==> src/rtl/dac_pkg.sv <==
// Shared types and constants for the DAC SPI write path.
package dac_pkg;

  typedef enum logic [2:0] {
    IDLE,
    CS_DOWN,
    CLK_HIGH,
    CLK_LOW,
    CS_UP,
    LDAC,
    DONE
  } state_t;

  localparam int          CMD_W_DEF    = 8;
  localparam int          DATA_W_DEF   = 16;
  localparam logic [7:0]  WRITE_UPDATE = 8'h30;

  function automatic int frame_w(input int cmd_w, input int data_w);
    return cmd_w + data_w;
  endfunction

  localparam int FRAME_W = frame_w(CMD_W_DEF, DATA_W_DEF);

endpackage

==> src/rtl/dac_tick_cnt.sv <==
// Loadable 8-bit down-counter; done is high while the count sits at zero.
module dac_tick_cnt (
  input  logic       clk,
  input  logic       reset,
  input  logic       load,
  input  logic [7:0] load_val,
  output logic       done
);

  logic [7:0] cnt;

  always_ff @(posedge clk) begin
    if (reset) begin
      cnt <= 8'd0;
    end else if (load) begin
      cnt <= load_val;
    end else if (cnt != 8'd0) begin
      cnt <= cnt - 8'd1;
    end
  end

  assign done = (cnt == 8'd0);

endmodule

==> src/rtl/dac_writer.sv <==
// SPI mode-0 master: shifts {cmd, signed code} MSB first under SYNC_n, then pulses LDAC_n.
// Outputs are registered from the next state, so they change on the same edge as the state.
module dac_writer
  import dac_pkg::*;
#(
  parameter int CMD_W   = 8,
  parameter int DATA_W  = 16,
  parameter int CLK_DIV = 2,
  parameter int LDAC_W  = 2
) (
  input  logic                     clk_i,
  input  logic                     reset_i,
  input  logic [CMD_W-1:0]         cmd_i,
  input  logic signed [DATA_W-1:0] data_i,
  input  logic                     start_i,
  output logic                     is_idle_o,
  output logic                     spi_clk_o,
  output logic                     spi_mosi_o,
  output logic                     sync_n_o,
  output logic                     ldac_n_o
);

  localparam int         FW       = frame_w(CMD_W, DATA_W);
  localparam int         BW       = $clog2(FW);
  localparam logic [7:0] DIV_FULL = 8'(CLK_DIV);
  localparam logic [7:0] DIV_M1   = 8'(CLK_DIV - 1);
  localparam logic [7:0] LDAC_M1  = 8'(LDAC_W - 1);

  state_t          state, state_d;
  logic [FW-1:0]   shift, shift_d;
  logic [BW-1:0]   bit_cnt, bit_cnt_d;
  logic            tick_load;
  logic [7:0]      tick_val;
  logic            tick_done;
  logic            in_frame;

  dac_tick_cnt u_tick (
    .clk      (clk_i),
    .reset    (reset_i),
    .load     (tick_load),
    .load_val (tick_val),
    .done     (tick_done)
  );

  // CS_DOWN is loaded with the full divider: one extra SYNC_n-to-SCLK setup cycle.
  always_comb begin
    state_d   = state;
    shift_d   = shift;
    bit_cnt_d = bit_cnt;
    tick_load = 1'b0;
    tick_val  = DIV_M1;
    case (state)
      IDLE: if (start_i) begin
        state_d   = CS_DOWN;
        shift_d   = {cmd_i, data_i};
        bit_cnt_d = BW'(FW - 1);
        tick_load = 1'b1;
        tick_val  = DIV_FULL;
      end
      CS_DOWN: if (tick_done) begin
        state_d   = CLK_HIGH;
        tick_load = 1'b1;
      end
      CLK_HIGH: if (tick_done) begin
        state_d   = CLK_LOW;
        shift_d   = {shift[FW-2:0], 1'b0};
        tick_load = 1'b1;
      end
      CLK_LOW: if (tick_done) begin
        tick_load = 1'b1;
        if (bit_cnt != '0) begin
          bit_cnt_d = bit_cnt - BW'(1);
          state_d   = CLK_HIGH;
        end else begin
          state_d = CS_UP;
        end
      end
      CS_UP: if (tick_done) begin
        state_d   = LDAC;
        tick_load = 1'b1;
        tick_val  = LDAC_M1;
      end
      LDAC: if (tick_done) begin
        state_d = DONE;
      end
      DONE: if (!start_i) begin
        state_d = IDLE;
      end
      default: state_d = IDLE;
    endcase
  end

  assign in_frame = (state_d == CS_DOWN) || (state_d == CLK_HIGH) || (state_d == CLK_LOW);

  always_ff @(posedge clk_i) begin
    if (reset_i) begin
      state      <= IDLE;
      shift      <= '0;
      bit_cnt    <= '0;
      spi_clk_o  <= 1'b0;
      spi_mosi_o <= 1'b0;
      sync_n_o   <= 1'b1;
      ldac_n_o   <= 1'b1;
      is_idle_o  <= 1'b1;
    end else begin
      state      <= state_d;
      shift      <= shift_d;
      bit_cnt    <= bit_cnt_d;
      spi_clk_o  <= (state_d == CLK_HIGH);
      spi_mosi_o <= in_frame ? shift_d[FW-1] : 1'b0;
      sync_n_o   <= !in_frame;
      ldac_n_o   <= (state_d != LDAC);
      is_idle_o  <= (state_d == IDLE);
    end
  end

endmodule

==> config.mk <==
export PLATFORM = sky130hd
export DESIGN_NAME = dac_writer
export DESIGN_NICKNAME = d
export VERILOG_FILES = /design/src/rtl/dac_pkg.sv /design/src/rtl/dac_tick_cnt.sv /design/src/rtl/dac_writer.sv
export SDC_FILE = /design/constraint.sdc
export NUM_CORES = 1
export LEC_CHECK = 0
export BUFFER_PORTS_ARGS = -buffer_cell sky130_fd_sc_hd__buf_2
export CAP_MARGIN = 10
export CORE_MARGIN = 1
export CORE_UTILIZATION = 56
export DETAILED_ROUTE_END_ITERATION = 16
export PLACE_DENSITY_LB_ADDON = 0.15
export SYNTH_ARGS = -nofsm -noshare
export SYNTH_HDL_FRONTEND = slang
export SYNTH_HIERARCHICAL = 1
export SYNTH_SLANG_ARGS = --single-unit
==> constraint.sdc <==
create_clock -name clk_i -period 2.5 [get_ports clk_i]
set_clock_uncertainty 0.1 [all_clocks]
set_input_delay 0 -clock clk_i [delete_from_list [all_inputs] [get_ports clk_i]]
set_output_delay 0 -clock clk_i [all_outputs]
set_load 0.005 [all_outputs]
======== Word level (Yosys, flattened, before mapping) ========
Index checks and enable logic that the tools add are counted.
cells by class
  shifts and indexed selects .............. 0
  reduce and logical (&&, ||, !) cells .... 15
  $lt $le $gt $ge ......................... 0
  bitwise operators ....................... 1
  add/subtract/negate cells ............... 2
  div/mod/pow operators ................... 0
  mux-type cells .......................... 23
  $mul .................................... 0
  equal/unequal tests ..................... 14
operators by type and width
  kind                                               number
  two-way mux 24 bit                                 2
  case mux 24 bit (2 select lines)                   1
  two-way mux 3 bit                                  8
  case mux 3 bit (7 select lines)                    1
  two-way mux 8 bit                                  2
  two-way mux 5 bit                                  3
  == test 3 x 2 -> 1 bit (second input constant)     4
  case mux 5 bit (2 select lines)                    1
  == test 3 bit (second input constant)              3
  logical NOT 8 bit                                  1
  inequality test 2 bit (second input constant)      4
  nonzero test 8 bit                                 1
  subtractor 8 x 1 -> 8 bit (second input constant)  1
  == test 3 x 1 -> 1 bit (second input constant)     2
  logical NOT 3 bit                                  2
  nonzero test 2 bit                                 3
  nonzero test 5 bit                                 1
  subtractor 5 x 1 -> 5 bit (second input constant)  1
  two-way mux 2 bit                                  2
  AND reduction 4 bit                                1
  OR reduction 4 bit                                 1
  inequality test 3 bit (second input constant)      1
  AND reduction 3 bit                                1
  logical OR 1 bit                                   2
  5 further kinds                                    6
storage, ports and cells
  ROM bits ................................ 0
  logic and storage cells ................. 65
  input bits .............................. 27
  memory bits (writable) .................. 0
  output and inout bits ................... 5
  memories ................................ 0
  bits in latches ......................... 0
  flip-flop bits (word level) ............. 45

======== Logic depth before layout (Yosys ltp) ========
Gate-level depths: netlist of the first run.
  word-level depth ........................ 9
  mapped depth ............................ 11
  mapped depth without buffers ............ 8

======== By module ========
Netlist of the first run, hierarchy kept.
modules (own cells, without submodules)
  module        cells each  area an instance (µm²)  sequential area each (µm²)  times used
  dac_writer    195         1684.1                  740.7                       1
  dac_tick_cnt  53          475.5                   160.2                       1

======== Worst setup path after synthesis of the first run ========
Ideal clock, no wire load.
  kind .................................... flip-flop to flip-flop
  start ................................... reg u_tick.cnt[3]
  end ..................................... reg bit_cnt[3]
  period minus slack after synthesis ...... 2.297 ns
  data arrival time ....................... 2.117 ns
  setup time .............................. 0.080 ns
  required time ........................... 2.320 ns
  stages on the path, launching flop included .. 10
  buffers on the path ..................... 3
  path slack .............................. 0.203 ns
  cell sequence ........................... dfxtp_1 > nor4_4 > and4bb_1 > buf_6 > buf_2 > and4b_1 > buf_2 > a21oi_2 > or3_1 > a211oi_2
between the ends
  word-level cells in the longest chain between the ends .. 3
RTL lines
  element                          line                RTL
  from (decl)                      dac_tick_cnt.sv:10  logic [7:0] cnt;
  from (signal assigned)           dac_tick_cnt.sv:16  cnt <= load_val;
  from (signal assigned)           dac_tick_cnt.sv:18  cnt <= cnt - 8'd1;
  logical NOT 8 bit                dac_tick_cnt.sv:22  assign done = (cnt == 8'd0);
  named net tick_done              dac_writer.sv:34    logic tick_done;
  inequality test 2 bit (no line)  --
  AND reduction 4 bit (no line)    --
  to (signal assigned)             dac_writer.sv:108   bit_cnt <= bit_cnt_d;
  to (decl)                        dac_writer.sv:31    logic [BW-1:0] bit_cnt, bit_cnt_d;
The timed path passes the listed nets, and every way through them passes these cells.
A chain may end at the register's enable or synchronous reset.

======== Worst setup path in the final report of the first run ========
  start ................................... reg u_tick.cnt[3]
  end ..................................... reg shift[0]
between the ends
  word-level cells in the longest chain between the ends .. 3
RTL lines
  element                          line                RTL
  logical NOT 8 bit                dac_tick_cnt.sv:22
  named net tick_done              dac_writer.sv:34
  inequality test 2 bit (no line)  --
  AND reduction 3 bit (no line)    --
  to (signal assigned)             dac_writer.sv:107   shift <= shift_d;
  to (decl)                        dac_writer.sv:30    logic [FW-1:0] shift, shift_d;
The timed path passes the listed nets, and every way through them passes these cells.

==> results.txt, run 1 <==
----------------------------------------------------
[Job]
  Maxcap violations ... 0

[Synthesis]
  EDFF count, synth ... 0
  Mux cell area share after synthesis ... 0.00463
  Register bit count reported by yosys ... between 40 and 50
  Mapped Avg Cell Area ... 8.71 um2
  Number of different library cells in the post-synthesis netlist ... between 50 and 60
  Post-Synth Simple-Gate Area ... 0.202
  Synth async-reset ratio ... 0
  Cell count after synthesis ... roughly 250
  Seq/Total Area, Yosys ... 0.417
  Main flop type after synthesis ... sky130_fd_sc_hd__dfxtp_1
  Share of Yosys cell area claimed by the top area cell type ... 0.417
  Most instantiated cells after synthesis ... sky130_fd_sc_hd__dfxtp_1 (45), sky130_fd_sc_hd__nand2_1 (36), sky130_fd_sc_hd__a21oi_1 (30)
  Synth area leaders ... sky130_fd_sc_hd__dfxtp_1 (42%), sky130_fd_sc_hd__a22oi_1 (7.6%), sky130_fd_sc_hd__a21oi_1 (7.0%)
  Synth Area in Adders ... 0.0174
  Main combinational cell family by area after synthesis ... compound AO/OA/AOI/OAI gates
  Number of warnings reported in the yosys synthesis log ... 6
  Cell type with the largest total area after synthesis ... sky130_fd_sc_hd__dfxtp_1
  Area share of xor/xnor cells in the synthesized design ... 0.0203
  Synth Area in Compound Gates ... 0.269
  Cell with the most instances after synthesis ... sky130_fd_sc_hd__dfxtp_1
  Mapped Area ... approximately 2200 um2

[Hold path]
  Hold/Removal Path Class ... input port to flop
  Hold path startpoint ... start_i

[Layout]
  Layout cells sized above 1 ... 0.208
  Layout overhead on the synthesized area ... 27.2%
  Number of antenna repair diodes ... 0
  Final Net Count ... about 340
  Number of fillers in the final layout ... 279

[Timing]
  Slew of the pin with the lowest slew margin ... approximately 0.8 ns
  Worst slew margin ... 0.475
  Number of slew-limit violations in the final report ... 0
  Final critical-path share of the clock period ... 0.896
  Fin Setup TNS ... 0 ns
  Shortest clock period the worst path allows after layout ... ~2.2 ns
  Number of hold-slack violations in the final timing report ... 0
  Maximum clock frequency ... ~450 MHz
  Final number of setup-violating endpoints ... 0
  Unrepaired setup endpoints after global routing ... no

[Worst setup path]
  Worst endpoint data arrival time ... ~2.3 ns
  Startpoint of the most critical setup path ... u_tick/cnt[3]
  CP Capture Type ... flop
  Largest delay contributor family on the critical path ... simple AND/OR/NAND/NOR gates
  Critical Path RT ... around 2.6 ns
  Startpoint type of the worst setup path ... flop
  Max incr delay on CP ... 0.41 ns
  Source of the worst register-to-register timing path ... u_tick/cnt[3]
  Chain of cells forming the critical path ... nor4_4 -> and4bb_4 -> nor4bb_4 -> buf_4 -> nor3b_1 -> a21oi_1 -> nor2_1
  Buffers and inverters on the worst path ... 1
  Master of the slowest instance on the critical path ... sky130_fd_sc_hd__and4bb_4
  Critical Setup Path Class ... flop to flop
  Worst Path Max Fanout ... 15

[Drt]
  Total length of routed met3 wires ... between 150 and 200 um
  Sum of routed wire segments on met1 ... around 2200 um
  Final Routed Wirelength ... between 4000 and 5000 um
  Initial drt markers ... around 140
  Vias ... a little under 2k
  Routed length on met2 ... 2340 um
  Vias/cell ... 5.50
  Average routed wire per standard cell ... 13.3 um
  DRC violations left ... 0
  Number of detailed-routing iterations run before antenna repair ... 4
  Number of antenna-violating nets in the routed design ... 0
  Uppermost routed layer ... met4

[Placement]
  Detailed placer's ending HPWL ... 2750 um
  # port buffers ... 31
  Gp weighted congestion ... just over 0.8

[Global route]
  Pin count of the biggest net entering global routing ... 44
  Via count of the first global-routing pass ... between 1.5k and 2k
  Remaining global-route overflow ... 0
  GR Util All Layers ... 0.247
  Antenna violations before repair ... 0
  First-pass GRT wire length ... 7940 um

[Clock network]
  Clk_lat worst skew ... ~0.29 ns
  Post-CTS setup buffers ... 0
  Num CTS Buffers ... 5
  Sinks on the clock net ... 45
  TritonCTS clock tree ... done
  Clock slew at reported path FFs ... 0.08 ns
  Maximum buffer depth of the clock tree ... 2
  H-tree lvl count ... 2
  Root buf cell ... sky130_fd_sc_hd__clkbuf_8

[Floorplan]
  Starting Density ... 0.585
  Die Area ... around 4000 um2
  Overall die height ... approximately 64 um
  Core region area ... about 3700 um2
  Count of pins on the block boundary ... 32
  Die extent in x ... 64.1 um
  Number of rows in the core area ... 22

[Power and ir drop]
  Leakage ... around 1.1 nW
  Power Density ... roughly 950 nW/um2
  VDD IR max ... between 0.0006 and 0.0007 V
  Tot Pwr ... between 2 and 3 mW

[Status]
  Result of the run ... finished clean

----------------------------------------------------
==> per-stage QoR <==
stage	util	cells	hold slack [ns]	setup slack (ns)	cell area [um2]
global placement	0.646	323	0.132	0.158	2380
finish	0.745	355	0.121	0.260	2750
floorplan	-	253	0.0407	0.203	2180
detailed placement	0.646	323	0.135	0.0969	2380
global route	0.745	355	0.134	0.0848	2750
CTS	0.744	355	0.110	0.0558	2740
==> report_power, final <==
part           internal [mW]  total (mW)  switching (mW)  leakage, nW
Sequential             0.880        1.03           0.153        0.371
Combinational          0.494        1.01           0.513        0.655
Clock                  0.325       0.568           0.243       0.0574
==> state kept, by name (all words and copies together) (netlist names) <==
| name | flops |
|---|---|
| state | 3 |
| shift | 24 |
| spi_mosi_o | 1 |
| ldac_n_o | 1 |
| sync_n_o | 1 |
| u_tick/cnt | 8 |
| spi_clk_o | 1 |
| bit_cnt | 5 |
| is_idle_o | 1 |
==> repair_timing <==
action,CTS,global route
hold endpoints to repair,24,0
setup endpoints to repair,0,31
hold buffers,24,0
resized for setup,0,2
==> cells in the final DEF, fill, tap and decap left out, types with 2 or more instances in the layout <==
cell type,count
sky130_fd_sc_hd__o21ai_0,4
sky130_fd_sc_hd__nand2_1,36
sky130_fd_sc_hd__or3_1,2
sky130_fd_sc_hd__o32ai_1,4
sky130_fd_sc_hd__dlygate4sd3_1,24
sky130_fd_sc_hd__nor3_1,8
sky130_fd_sc_hd__buf_4,10
sky130_fd_sc_hd__nor4b_1,2
sky130_fd_sc_hd__nor2_1,8
sky130_fd_sc_hd__or2_2,2
sky130_fd_sc_hd__nand3_1,2
sky130_fd_sc_hd__xnor2_1,3
sky130_fd_sc_hd__a21oi_1,30
sky130_fd_sc_hd__o22ai_1,2
sky130_fd_sc_hd__a311oi_1,3
sky130_fd_sc_hd__ha_1,3
sky130_fd_sc_hd__conb_1,6
sky130_fd_sc_hd__xor2_1,2
sky130_fd_sc_hd__a21o_1,2
sky130_fd_sc_hd__dfxtp_1,45
sky130_fd_sc_hd__clkbuf_8,6
sky130_fd_sc_hd__buf_2,31
sky130_fd_sc_hd__nor2b_1,4
sky130_fd_sc_hd__inv_1,10
sky130_fd_sc_hd__nor3b_1,2
sky130_fd_sc_hd__a22oi_1,22
sky130_fd_sc_hd__a211oi_1,4
sky130_fd_sc_hd__and4b_1,2
==> worst register-to-register path, cell delays in order (launching register included) <==
cell                       delay (ns)
sky130_fd_sc_hd__dfxtp_1         0.36
sky130_fd_sc_hd__nor4_4          0.36
sky130_fd_sc_hd__and4bb_4        0.41
sky130_fd_sc_hd__nor4bb_4        0.33
sky130_fd_sc_hd__buf_4           0.28
sky130_fd_sc_hd__nor3b_1         0.07
sky130_fd_sc_hd__a21oi_1         0.13
sky130_fd_sc_hd__nor2_1          0.06
==> path summary, 6_finish.rpt <==
path                      to  slack, ns  cells after the start
setup / recovery    shift[0]       0.26                      7
hold / removal    bit_cnt[2]       0.12                      4
setup reg to reg    shift[0]       0.26                      7
hold reg to reg     shift[3]       0.36                      2
==> routing by layer <==
metal | up-vias | global-route usage
met5 | - | 0
met4 | 0 | 0.0833
met3 | 2 | 0.0446
met2 | 38 | 0.422
met1 | 910 | 0.313
li1 | 1002 | -
==> final cells by class <==
cell class,count,area [um2],area share
clock buffers,6,82.6,0.0301
repair buffers,65,470,0.171
clock inverters,2,37.5,0.0137
multi-input cells,178,1150,0.418
flip-flops and latches,45,901,0.328
inverters,11,46.3,0.0168
well taps,48,60.1,0.0219
==> kinds of logic (layout without fill, tap and decap cells) <==
group | Yosys count | after routing
other | 1 | 6
AND/OR/NAND/NOR | 78 | 78
XOR/XNOR | 5 | 5
multiplexers | 1 | 1
adder cells (fa/ha/maj) | 3 | 3
AO/OA/AOI/OAI | 85 | 85
buffers and inverters | 30 | 84
flip-flops | 45 | 45
Note: power is estimated with default switching activity, not from simulation.
==> run 2: changes to the inputs <==
ABC_AREA = 1   (was unset)
==> results.txt, run 2 <==
----------------------------------------------------
[Clock network]
  Clk_lat worst skew ... 0.30 ns (about the same)
  H-tree lvl count ... 2 (unchanged)
  Num CTS Buffers ... 5 (unchanged)
  Maximum buffer depth of the clock tree ... 2 (unchanged)
  Root buf cell ... sky130_fd_sc_hd__clkbuf_8
  TritonCTS clock tree ... done
  Clock slew at reported path FFs ... 0.08 ns (about the same)
  Sinks on the clock net ... 45 (unchanged)
  Post-CTS setup buffers ... 0 (unchanged)

[Global route]
  Remaining global-route overflow ... 0 (unchanged)
  Met2 global-route usage ... 0.453 (+0.0316)
  First-pass GRT wire length ... 8810 um (+11%)
  GR Util All Layers ... 0.267 (+0.0199)
  Met3 capacity usage during global routing ... 0.0528 (+0.00817)
  Met1 Resource Use GR ... 0.335 (+0.0219)
  Antenna violations before repair ... 0 (unchanged)
  Via count of the first global-routing pass ... 2036 (+14%)
  Layer carrying the most global-route usage ... met2
  Pin count of the biggest net entering global routing ... 38 (-14%)

[Synthesis]
  Share of Yosys cell area claimed by the top area cell type ... 0.405 (-0.0124)
  Number of warnings reported in the yosys synthesis log ... 6 (unchanged)
  Cell type with the largest total area after synthesis ... sky130_fd_sc_hd__dfxtp_1
  Register bit count reported by yosys ... 45 (unchanged)
  EDFF count, synth ... 0 (unchanged)
  Cell count after synthesis ... 310 (+25%)
  Mapped Avg Cell Area ... 7.18 um2 (-18%)
  Seq/Total Area, Yosys ... 0.405 (-0.0124)
  Number of different library cells in the post-synthesis netlist ... 30 (-44%)
  Synth async-reset ratio ... 0 (unchanged)
  Most instantiated cells after synthesis ... sky130_fd_sc_hd__nand2_1 (82), sky130_fd_sc_hd__dfxtp_1 (45), sky130_fd_sc_hd__nor2_1 (32)
  Mapped Area ... 2230 um2 (+3.1%)
  Main flop type after synthesis ... sky130_fd_sc_hd__dfxtp_1
  Synth area leaders ... sky130_fd_sc_hd__dfxtp_1 (40%), sky130_fd_sc_hd__nand2_1 (14%), sky130_fd_sc_hd__nand4_1 (6.5%)
  Cell with the most instances after synthesis ... sky130_fd_sc_hd__nand2_1

[Drt]
  Number of antenna-violating nets in the routed design ... 0 (unchanged)
  Initial drt markers ... 91 (-36%)
  DRC violations left ... 0 (unchanged)
  Vias ... 2203 (+13%)
  Vias/cell ... 5.36 (-2.5%)
  Number of detailed-routing iterations run before antenna repair ... 4 (unchanged)
  Final Routed Wirelength ... 5210 um (+10%)
  Average routed wire per standard cell ... 12.7 um (-4.9%)

[Timing]
  Final critical-path share of the clock period ... 0.888 (-0.00848)
  Worst slew margin ... 0.541 (+0.0661)
  Number of slew-limit violations in the final report ... 0 (unchanged)
  Unrepaired setup endpoints after global routing ... no
  Shortest clock period the worst path allows after layout ... 2.22 ns (-0.0212 ns)
  Number of hold-slack violations in the final timing report ... 0 (unchanged)
  Slew of the pin with the lowest slew margin ... 0.688 ns (-0.0992 ns)
  Final number of setup-violating endpoints ... 0 (unchanged)
  Maximum clock frequency ... 451 MHz (+0.95%)

[Worst setup path]
  Buffers and inverters on the worst path ... 5 (+4)
  Startpoint type of the worst setup path ... flop
  CP Capture Type ... flop
  Worst Path Max Fanout ... 28 (+13)
  Max incr delay on CP ... 0.31 ns (-0.10 ns)
  Critical Setup Path Class ... flop to flop
  Largest delay contributor family on the critical path ... simple AND/OR/NAND/NOR gates
  Worst-case reg-to-reg path depth ... 13 (+6)
  Master of the slowest instance on the critical path ... sky130_fd_sc_hd__dfxtp_1
  Chain of cells forming the critical path ... inv_1 -> ha_2 -> nand2_2 -> nor2_8 -> buf_12 -> nand3_1 -> nand2_2 -> inv_2 -> o311ai_4 -> inv_2 -> nand2_2 -> inv_2 -> nor3_1
  Critical Path RT ... 2.62 ns (+0.06 ns)
  Worst endpoint data arrival time ... 2.34 ns (+0.04 ns)
  Number of logic stages on the critical path including buffering ... 13 (+6)

[Hold path]
  Hold/Removal Path Class ... input port to flop
  Hold Path Stages ... 5 (+1)

[Floorplan]
  Die Area ... 4230 um2 (+3.0%)
  Overall die height ... 65.0 um (+1.5%)
  Count of pins on the block boundary ... 32 (unchanged)
  Starting Density ... 0.595 (+0.00910)
  Die extent in x ... 65.0 um (+1.5%)
  Number of rows in the core area ... 22 (unchanged)
  Core region area ... 3740 um2 (+1.5%)

[Power and ir drop]
  Flop pwr share ... 0.380 (-0.016)
  Tot Pwr ... 2.60 mW (-0.28%)
  Fraction of power spent switching nets ... 0.418 (+0.0693)
  VDD IR max ... 0.000470 V (-27%)
  Int Power ... 1.51 mW (-11%)
  Power Density ... 950 nW/um2 (about the same)
  Part of the total power dissipated in combinational logic ... 0.445 (+0.059)
  Leakage ... 1.16 nW (+6.7%)
  Clock network fraction of total power ... 0.175 (-0.043)
  Switching Power ... 1.09 mW (+20%)

[Layout]
  Final Net Count ... 393 (+17%)
  Top reg by flops ... shift
  Footprint of the multi-input gates ... 1170 um2 (+2.2%)
  Layout cells sized above 1 ... 0.179 (-0.0294)
  Flip-flop count of the largest register, all copies and words added ... 24 (unchanged)
  Finished Core Util ... 0.731 (-0.0136)
  Storage cell area ... 901 um2 (unchanged)
  Most frequent cells in the layout ... sky130_fd_sc_hd__nand2_1 (82), sky130_fd_sc_hd__dfxtp_1 (45), sky130_fd_sc_hd__nor2_1 (32)
  Number of fillers in the final layout ... 311 (+11%)
  Biggest regs ... shift: 24 flops, u_tick/cnt: 8 flops, bit_cnt: 5 flops
  Layout overhead on the synthesized area ... 23.0%
  Number of antenna repair diodes ... 0 (unchanged)
  Leading cell type in the layout, fill and taps excluded ... sky130_fd_sc_hd__nand2_1

[Job]
  Maxcap violations ... 0 (unchanged)

[Status]
  Result of the run ... finished clean

[Placement]
  # port buffers ... 31 (unchanged)
  Gp weighted congestion ... 0.833 (+2.6%)
  Detailed placer's ending HPWL ... 3080 um (+12%)

----------------------------------------------------
-- run 2: kinds of logic (layout without fill, tap and decap cells) --
family                   count (synthesis)  in the layout  synth area share
XOR/XNOR                                 5              5            0.0197
flip-flops                              45             45             0.405
adder cells (fa/ha/maj)                  3              3            0.0169
AND/OR/NAND/NOR                        169            169             0.350
buffers and inverters                   40             88            0.0849
AO/OA/AOI/OAI                           47             47             0.123
other                                    1              6           0.00168
-- run 2: final cells by class --
cell class | count | share of cell area
multi-input combinational | 230 | 0.429
sequential | 45 | 0.329
timing repair buffer | 58 | 0.156
inverter | 23 | 0.0320
clock buffer | 7 | 0.0315
tap | 48 | 0.0219
-- run 2: what timing repair did --
action	in CTS	in global routing
hold buffers	23	0
gates resized for setup	1	5
endpoints found under the hold margin	23	0
endpoints found under the setup margin	5	6
-- run 2: metal layers --
metal  wire length (um)  up-vias
met5                  0        -
met1               2320      996
met2               2550       62
li1                   -     1134
met3                238       11
met4                 92        0
-- run 2: power by group through the flow --
stage               Sequential [mW]  Clock [mW]  Combinational (mW)
global placement              0.999           0                1.03
global route                   1.01       0.493                1.30
CTS                           0.986       0.457                1.09
finish                        0.989       0.455                1.16
detailed placement             1.00           0                1.04
floorplan                     0.966           0               0.896
-- run 2: final timing paths --
| path | start | endpoint | slack, ns |
|---|---|---|---|
| setup / recovery | u_tick/cnt[0] | u_tick/cnt[2] | 0.28 |
| hold / removal | cmd_i[7] | shift[23] | 0.02 |
| setup reg to reg | u_tick/cnt[0] | u_tick/cnt[2] | 0.28 |
| hold reg to reg | shift[0] | shift[0] | 0.37 |
-- run 2: tightest hold or removal path: cells and delay by family --
family | cells | cell delay, ns
AO/OA/AOI/OAI | 2 | 0.21
buffers and inverters | 2 | 0.14
AND/OR/NAND/NOR | 1 | 0.04
-- run 2: through the flow --
stage	setup slack (ns)	TNS (ns)	cell area, um2	instances	hold slack (ns)
finish	0.281	0	2740	411	0.0217
global route	0.0103	0	2740	411	0.0582
floorplan	0.226	0	2240	315	-0.0309
CTS	0.101	0	2710	411	0.0102
detailed placement	-0.0296	-0.0430	2390	381	0.164
global placement	-0.0136	-0.0255	2390	381	0.158
